File: config.mk
export PLATFORM = sky130hd
export DESIGN_NAME = branch_target_buffer_flat
export DESIGN_NICKNAME = d
export VERILOG_FILES = /design/src/rtl/branch_target_buffer_pkg.sv /design/src/rtl/branch_target_buffer_if.sv /design/src/rtl/btb_sat_counter.sv /design/src/rtl/branch_target_buffer.sv /design/src/flat_wrapper.sv
export SDC_FILE = /design/constraint.sdc
export NUM_CORES = 1
export LEC_CHECK = 0
export BUFFER_PORTS_ARGS = -buffer_cell sky130_fd_sc_hd__buf_2
export CORE_UTILIZATION = 42
export DETAILED_ROUTE_END_ITERATION = 8
export PLACE_DENSITY = 0.63
export SLEW_MARGIN = 40
export SYNTH_ARGS = -nofsm -noshare
export SYNTH_HDL_FRONTEND = slang
export SYNTH_SLANG_ARGS = --single-unit
File: constraint.sdc
create_clock -name clk -period 6.5 [get_ports clk]
set_input_delay 1.3 -clock clk [delete_from_list [all_inputs] [get_ports clk]]
set_output_delay 1.3 -clock clk [all_outputs]
set_load 0.05 [all_outputs]
File: src/rtl/branch_target_buffer_pkg.sv
// Shared definitions for the branch target buffer.
// Holds the table geometry, the direction-counter encodings, the entry
// layout and small helpers that split a PC into table index and tag.
package branch_target_buffer_pkg;

  localparam int BTB_INDEX_BITS = 4;
  localparam int BTB_TAG_BITS   = 15 - BTB_INDEX_BITS;
  localparam int BTB_ENTRIES    = 1 << BTB_INDEX_BITS;

  // 2-bit direction counter; bit 1 is the taken prediction.
  typedef enum logic [1:0] {
    SNT = 2'b00,
    WNT = 2'b01,
    WT  = 2'b10,
    ST  = 2'b11
  } btb_ctr_e;

  typedef struct packed {
    logic                    valid;
    logic [BTB_TAG_BITS-1:0] tag;
    logic [15:0]             target;
    logic [1:0]              ctr;
  } btb_entry_t;

  // Bit 0 of the PC is ignored, so PCs differing only there share an entry.
  function automatic logic [BTB_INDEX_BITS-1:0] pc_index(input logic [15:0] pc);
    return pc[BTB_INDEX_BITS:1];
  endfunction

  function automatic logic [BTB_TAG_BITS-1:0] pc_tag(input logic [15:0] pc);
    return pc[15:BTB_INDEX_BITS+1];
  endfunction

endpackage

File: src/rtl/branch_target_buffer_if.sv
// Bundle of the fetch-side lookup, execute-side training and statistics
// signals of the branch target buffer.
//   slave  : the buffer itself (takes lookup/update/flush, drives prediction
//            and statistics)
//   master : the pipeline side driving lookups and training
interface branch_target_buffer_if;
  logic [15:0] i_pc;
  logic        o_valid;
  logic [15:0] o_BT;
  logic        i_upd_en;
  logic [15:0] i_upd_pc;
  logic        i_upd_taken;
  logic [15:0] i_upd_target;
  logic        i_flush;
  logic [15:0] o_hit_count;
  logic [15:0] o_alloc_count;

  modport slave (
    input  i_pc, i_upd_en, i_upd_pc, i_upd_taken, i_upd_target, i_flush,
    output o_valid, o_BT, o_hit_count, o_alloc_count
  );

  modport master (
    output i_pc, i_upd_en, i_upd_pc, i_upd_taken, i_upd_target, i_flush,
    input  o_valid, o_BT, o_hit_count, o_alloc_count
  );
endinterface

File: src/rtl/btb_sat_counter.sv
// Next-state logic of a 2-bit saturating direction counter.
//   ctr      : current counter value
//   inc      : 1 = step towards strongly taken, 0 = towards strongly not-taken
//   ctr_next : stepped value, held at 2'b11 / 2'b00 at the ends
module btb_sat_counter
  import branch_target_buffer_pkg::*;
(
  input  logic [1:0] ctr,
  input  logic       inc,
  output logic [1:0] ctr_next
);

  always_comb begin
    ctr_next = ctr;
    if (inc) begin
      if (ctr != ST) ctr_next = ctr + 2'd1;
    end else begin
      if (ctr != SNT) ctr_next = ctr - 2'd1;
    end
  end

endmodule

File: src/rtl/branch_target_buffer.sv
// Direct-mapped branch target buffer.
// Fetch looks up i_pc combinationally (o_valid / o_BT in the same cycle);
// execute trains the table with resolved branches, written at posedge.
//   clk, reset : clock and synchronous active-high reset
//   bus        : lookup, update, flush and statistics signals (slave side)
module branch_target_buffer
  import branch_target_buffer_pkg::*;
#(
  parameter logic [1:0] CTR_ALLOC = 2'b10
) (
  input  logic                  clk,
  input  logic                  reset,
  branch_target_buffer_if.slave bus
);

  // Flops rather than RAM: the lookup read is asynchronous.
  btb_entry_t entry_reg  [BTB_ENTRIES];
  btb_entry_t entry_next [BTB_ENTRIES];

  logic [15:0] hit_count_reg;
  logic [15:0] alloc_count_reg;

  logic [BTB_INDEX_BITS-1:0] l_idx, u_idx;
  logic [BTB_TAG_BITS-1:0]   l_tag, u_tag;
  btb_entry_t                l_entry, u_entry;
  logic                      predict_taken;
  logic                      u_hit;
  logic                      upd_fire;
  logic                      alloc_fire;
  logic [1:0]                u_ctr_next;

  // Lookup reads the registered table, so a same-cycle update is not seen.
  assign l_idx         = pc_index(bus.i_pc);
  assign l_tag         = pc_tag(bus.i_pc);
  assign l_entry       = entry_reg[l_idx];
  assign predict_taken = l_entry.valid && (l_entry.tag == l_tag) && l_entry.ctr[1];

  assign bus.o_valid       = predict_taken;
  assign bus.o_BT          = predict_taken ? l_entry.target : 16'h0000;
  assign bus.o_hit_count   = hit_count_reg;
  assign bus.o_alloc_count = alloc_count_reg;

  // Training path; a flush in the same cycle drops the update.
  assign u_idx      = pc_index(bus.i_upd_pc);
  assign u_tag      = pc_tag(bus.i_upd_pc);
  assign u_entry    = entry_reg[u_idx];
  assign u_hit      = u_entry.valid && (u_entry.tag == u_tag);
  assign upd_fire   = bus.i_upd_en && !bus.i_flush;
  assign alloc_fire = upd_fire && !u_hit && bus.i_upd_taken;

  btb_sat_counter u_sat_counter (
    .ctr      (u_entry.ctr),
    .inc      (bus.i_upd_taken),
    .ctr_next (u_ctr_next)
  );

  always_comb begin
    for (int i = 0; i < BTB_ENTRIES; i++) begin
      entry_next[i] = entry_reg[i];
      if (bus.i_flush) begin
        entry_next[i].valid = 1'b0;
      end else if (upd_fire && (u_idx == BTB_INDEX_BITS'(i))) begin
        if (u_hit) begin
          entry_next[i].ctr = u_ctr_next;
          if (bus.i_upd_taken) entry_next[i].target = bus.i_upd_target;
        end else if (bus.i_upd_taken) begin
          entry_next[i].valid  = 1'b1;
          entry_next[i].tag    = u_tag;
          entry_next[i].target = bus.i_upd_target;
          entry_next[i].ctr    = CTR_ALLOC;
        end
      end
    end
  end

  always_ff @(posedge clk) begin
    if (reset) begin
      for (int i = 0; i < BTB_ENTRIES; i++) begin
        entry_reg[i].valid  <= 1'b0;
        entry_reg[i].tag    <= '0;
        entry_reg[i].target <= '0;
        entry_reg[i].ctr    <= WNT;
      end
    end else begin
      for (int i = 0; i < BTB_ENTRIES; i++) begin
        entry_reg[i] <= entry_next[i];
      end
    end
  end

  // Statistics saturate at all-ones instead of wrapping.
  always_ff @(posedge clk) begin
    if (reset) begin
      hit_count_reg   <= '0;
      alloc_count_reg <= '0;
    end else begin
      if (predict_taken && (hit_count_reg != 16'hFFFF))
        hit_count_reg <= hit_count_reg + 16'd1;
      if (alloc_fire && (alloc_count_reg != 16'hFFFF))
        alloc_count_reg <= alloc_count_reg + 16'd1;
    end
  end

endmodule

File: src/flat_wrapper.sv
// flat-port wrapper written by rule: the top's interface ports become plain ports
module branch_target_buffer_flat import branch_target_buffer_pkg::*;
#(
  parameter logic [1:0] CTR_ALLOC = 2'b10
)
  (clk, reset, bus_i_pc, bus_i_upd_en, bus_i_upd_pc, bus_i_upd_taken, bus_i_upd_target, bus_i_flush, bus_o_valid, bus_o_BT, bus_o_hit_count, bus_o_alloc_count);
  branch_target_buffer_if bus_i ();
  input  logic clk;
  input  logic reset;
  input wire logic [$bits(bus_i.i_pc)-1:0] bus_i_pc;
  input wire logic [$bits(bus_i.i_upd_en)-1:0] bus_i_upd_en;
  input wire logic [$bits(bus_i.i_upd_pc)-1:0] bus_i_upd_pc;
  input wire logic [$bits(bus_i.i_upd_taken)-1:0] bus_i_upd_taken;
  input wire logic [$bits(bus_i.i_upd_target)-1:0] bus_i_upd_target;
  input wire logic [$bits(bus_i.i_flush)-1:0] bus_i_flush;
  output wire logic [$bits(bus_i.o_valid)-1:0] bus_o_valid;
  output wire logic [$bits(bus_i.o_BT)-1:0] bus_o_BT;
  output wire logic [$bits(bus_i.o_hit_count)-1:0] bus_o_hit_count;
  output wire logic [$bits(bus_i.o_alloc_count)-1:0] bus_o_alloc_count;
  assign bus_i.i_pc = bus_i_pc;
  assign bus_i.i_upd_en = bus_i_upd_en;
  assign bus_i.i_upd_pc = bus_i_upd_pc;
  assign bus_i.i_upd_taken = bus_i_upd_taken;
  assign bus_i.i_upd_target = bus_i_upd_target;
  assign bus_i.i_flush = bus_i_flush;
  assign bus_o_valid = bus_i.o_valid;
  assign bus_o_BT = bus_i.o_BT;
  assign bus_o_hit_count = bus_i.o_hit_count;
  assign bus_o_alloc_count = bus_i.o_alloc_count;
  branch_target_buffer #(.CTR_ALLOC(CTR_ALLOC)) u_core (.clk(clk), .reset(reset), .bus(bus_i));
endmodule
==> flow_metrics.tcl <==
set metrics [dict create \
    status "complete, no violations" \
    fin_worst_skew_ns 0.03418 \
    cts.repair_timing.setup_buffer_count 0 \
    crit_path_time_final_ns 6.256 \
    grt_overflow_total 0 \
    regToRegEndpoint "u_core.entry_reg[1][28]$_DFFE_PP_" \
    number_of_global_route_vias_before_repair 17260 \
    routed_via_density 6.102 \
    fin_total_pwr_uw 7133 \
    cts_sinks 512 \
    io_buffers 99 \
    number_of_warning_messages_in_the_yosys_log 0 \
    vias 17650 \
    detailedPlacementHpwl_mm 43.58 \
    post_synth_mux_area_share 0.2030 \
    core_utilization_of_the_finished_layout 0.4792 \
    worstMarginPinSlew_ns 0.9428 \
    worst-setup-path-type "input port to output port" \
    adder_and_majority_cell_fraction_of_the_synthesized_area 0.001884 \
    floorplan.rows 87 \
    timing.hold.worst.class "register to register" \
    peak_supply_drop_uv 237.1 \
    synth_nets 2121 \
    cellPowerDensity_nw_per_um2 264.5 \
    numCtsBuffers 54 \
    async_s_r_ff_share_synth 0 \
    r2r.worst_path.cells 10 \
    critical_path_fanout_max 17 \
    post_cts_resized 0 \
    grt_first_pass_wirelength_mm 107.3 \
    max_freq_mhz 159.8 \
    timing.critical_path.from_type "input port" \
    detailedRoute.firstIterationViolations 2023 \
    cap_violations 0 \
    dieHeight_um 240.6 \
    worst_hold_path.num_cells 2 \
    synthToLayoutAreaGrowth_pct 12.82 \
    synth_simple_gate_area_share 0.1272 \
    grt_start_max_net_pins 124 \
    synth_area_um2 23910 \
    cts_tree "built" \
    timing.critical_path.arrival_ns 4.96 \
    rsz0062_at_grt "no" \
    leakage_uw 0.009118 \
    synth_seq_cells 512 \
    hp-start "u_core.entry_reg[10][2]$_SDFFE_PP0P_" \
    floorplan.initialDensity 0.4248 \
    synth_xor_area_frac 0.01685 \
    synthDominantCellAreaShare 0.3027 \
    grt_antenna_before_repair 5 \
    synth_compound_gate_area_share 0.08819 \
    io_pins 102 \
    most-common-layout-cells "330 x sky130_fd_sc_hd__nand2_1, 271 x sky130_fd_sc_hd__dfxtp_1, 241 x sky130_fd_sc_hd__edfxtp_1, 211 x sky130_fd_sc_hd__a21oi_1, 182 x sky130_fd_sc_hd__mux4_2" \
    setup-tns-final_ns 0 \
    post-route-drc-count 0 \
    largest_register_ffs 480 \
    timing.final.max_slew_violations 0 \
    route.antenna.remaining_nets 0 \
    coreArea_um2 56280 \
    path_clk_slew_ns 0.06 \
    totalWireLength_mm 72.17 \
    yosys-top-cells-area "sky130_fd_sc_hd__edfxtp_1 30%, sky130_fd_sc_hd__dfxtp_1 23%, sky130_fd_sc_hd__mux4_2 17%, sky130_fd_sc_hd__nand2_1 5.4%, sky130_fd_sc_hd__a21oi_1 4.5%" \
    dr.pass1.iters 6 \
    avgSynthCellArea_um2 11.57 \
    timing.final.hold_violations 0 \
    minimum_setup_slack_among_reg_to_reg_paths_ns 2.45 \
    synth-edff-count 241 \
    timing.critical_path.to_type "output port" \
    synth_top_family_by_area "multiplexers" \
    root_buffer "sky130_fd_sc_hd__clkbuf_16" \
    hold_path_end "u_core.entry_reg[10][2]$_SDFFE_PP0P_" \
    most_used_flip_flop_cell_after_synthesis "sky130_fd_sc_hd__dfxtp_1" \
    dieWidth_um 240.6 \
    post-synth-top-area-cell "sky130_fd_sc_hd__edfxtp_1" \
    final_min_period_over_clock_period 0.9625 \
    detail_route.wl_per_cell_um 24.95 \
    gp_congestion 0.9110 \
    insertion_delay_of_the_later_clocked_pin_in_the_worst_skew_pair_ns 0.64 \
    ctsHtreeMaxLevel 2 \
    nets 2141 \
    drive_gt1_frac 0.2162 \
    seq_area_frac_synth 0.5297 \
    max-clock-path-buffers 3 \
    area_of_the_die_um2 57880 \
    postCtsHoldBufs 0 \
    r2r-start "u_core.entry_reg[3][26]$_DFFE_PP_" \
    groute.usage.overall 0.2486 \
    most_frequent_standard_cell_in_the_layout_excluding_fill_and_tap_cells "sky130_fd_sc_hd__nand2_1" \
    worst-endpoint-required_ns 5.20 \
    setup_viol_count_final 0 \
    synthCells 2066 \
    yosys.cell_types.count 56 \
    timing.slew.headroom 0.3708 \
]
## metrics by stage
step,cells,hold WS [ns],setup slack [ns],cell area [um^2]
floorplan,2066,0.4331,0.3196,23910
global placement,2783,0.4382,0.2933,25080
detailed placement,2785,0.4451,0.2595,25180
CTS,2887,0.4535,0.2595,26920
global route,2889,0.4661,0.2311,26960
finish,2892,0.4524,0.2437,26970
## worst max-delay path by stage
stage,startpoint,end,cells after the start
2_1_floorplan,bus_i_pc[3],bus_o_BT[0],11
3_3_place_gp,bus_i_pc[1],bus_o_BT[3],9
3_5_place_dp,bus_i_pc[1],bus_o_BT[3],9
4_1_cts,bus_i_pc[1],bus_o_BT[3],9
5_1_grt,bus_i_pc[1],bus_o_BT[3],9
6_report,bus_i_pc[3],bus_o_BT[3],9
## power breakdown
| group | switching, uW | leakage [uW] | internal [uW] |
|---|---|---|---|
| sequential | 45.1 | 0.00450 | 3510 |
| clock | 1310 | 0.000856 | 1700 |
| combinational | 337 | 0.00376 | 226 |
| total | 1700 | 0.00912 | 5440 |
## critical path, cell delays in order
cell,delay (ns)
sky130_fd_sc_hd__buf_2,0.47
sky130_fd_sc_hd__buf_4,0.34
sky130_fd_sc_hd__mux4_2,0.35
sky130_fd_sc_hd__mux4_2,0.54
sky130_fd_sc_hd__or4_1,0.48
sky130_fd_sc_hd__or3_1,0.51
sky130_fd_sc_hd__buf_4,0.30
sky130_fd_sc_hd__nor2b_1,0.30
sky130_fd_sc_hd__buf_2,0.34
## layer usage
layer,routed length (um),global-route usage,share of wire,vias to the layer above
li1,-,-,-,7659
met1,28590,0.3300,0.40,8883
met2,34700,0.4039,0.48,922
met3,5941,0.03877,0.082,180
met4,2900,0.1087,0.040,4
met5,29,0,0.00040,-
## cells by family after synthesis
kind of cell               count (synthesis)
and+or+nand+nor                          674
DFF                                      512
AOI/OAI and AO/OA                        379
muxes                                    256
buffers and inverters                    195
xor gates and xnor gates                  46
adders and majority gates                  4
## cells in the mapped netlist, drive strengths merged (7+ instances only)
cell and number:
dfxtp 271, nand4 9, edfxtp 241, mux2 11, clkbuf 151, a31oi 8
xor2 26, mux2i 63, inv 7, a22oi 10, xnor2 20, nor2 96
and2 50, and3 19, a221oi 7, a21o 15, nor2b 31, nand3 97
mux4 182, buf 37, nand2 341, a21oi 213, o21ai 92
## final cells by class
cell class,count,area (um^2)
Clock inverter,31,241.5
Antenna cell,4,10.01
Inverter,7,26.28
Clock buffer,71,1496
Timing Repair Buffer,152,1003
Fill cell,5014,29310
Multi-Input combinational cell,1359,10580
Sequential cell,512,12660
Tap cell,756,945.9
Note: power is estimated with default switching activity, not from simulation.
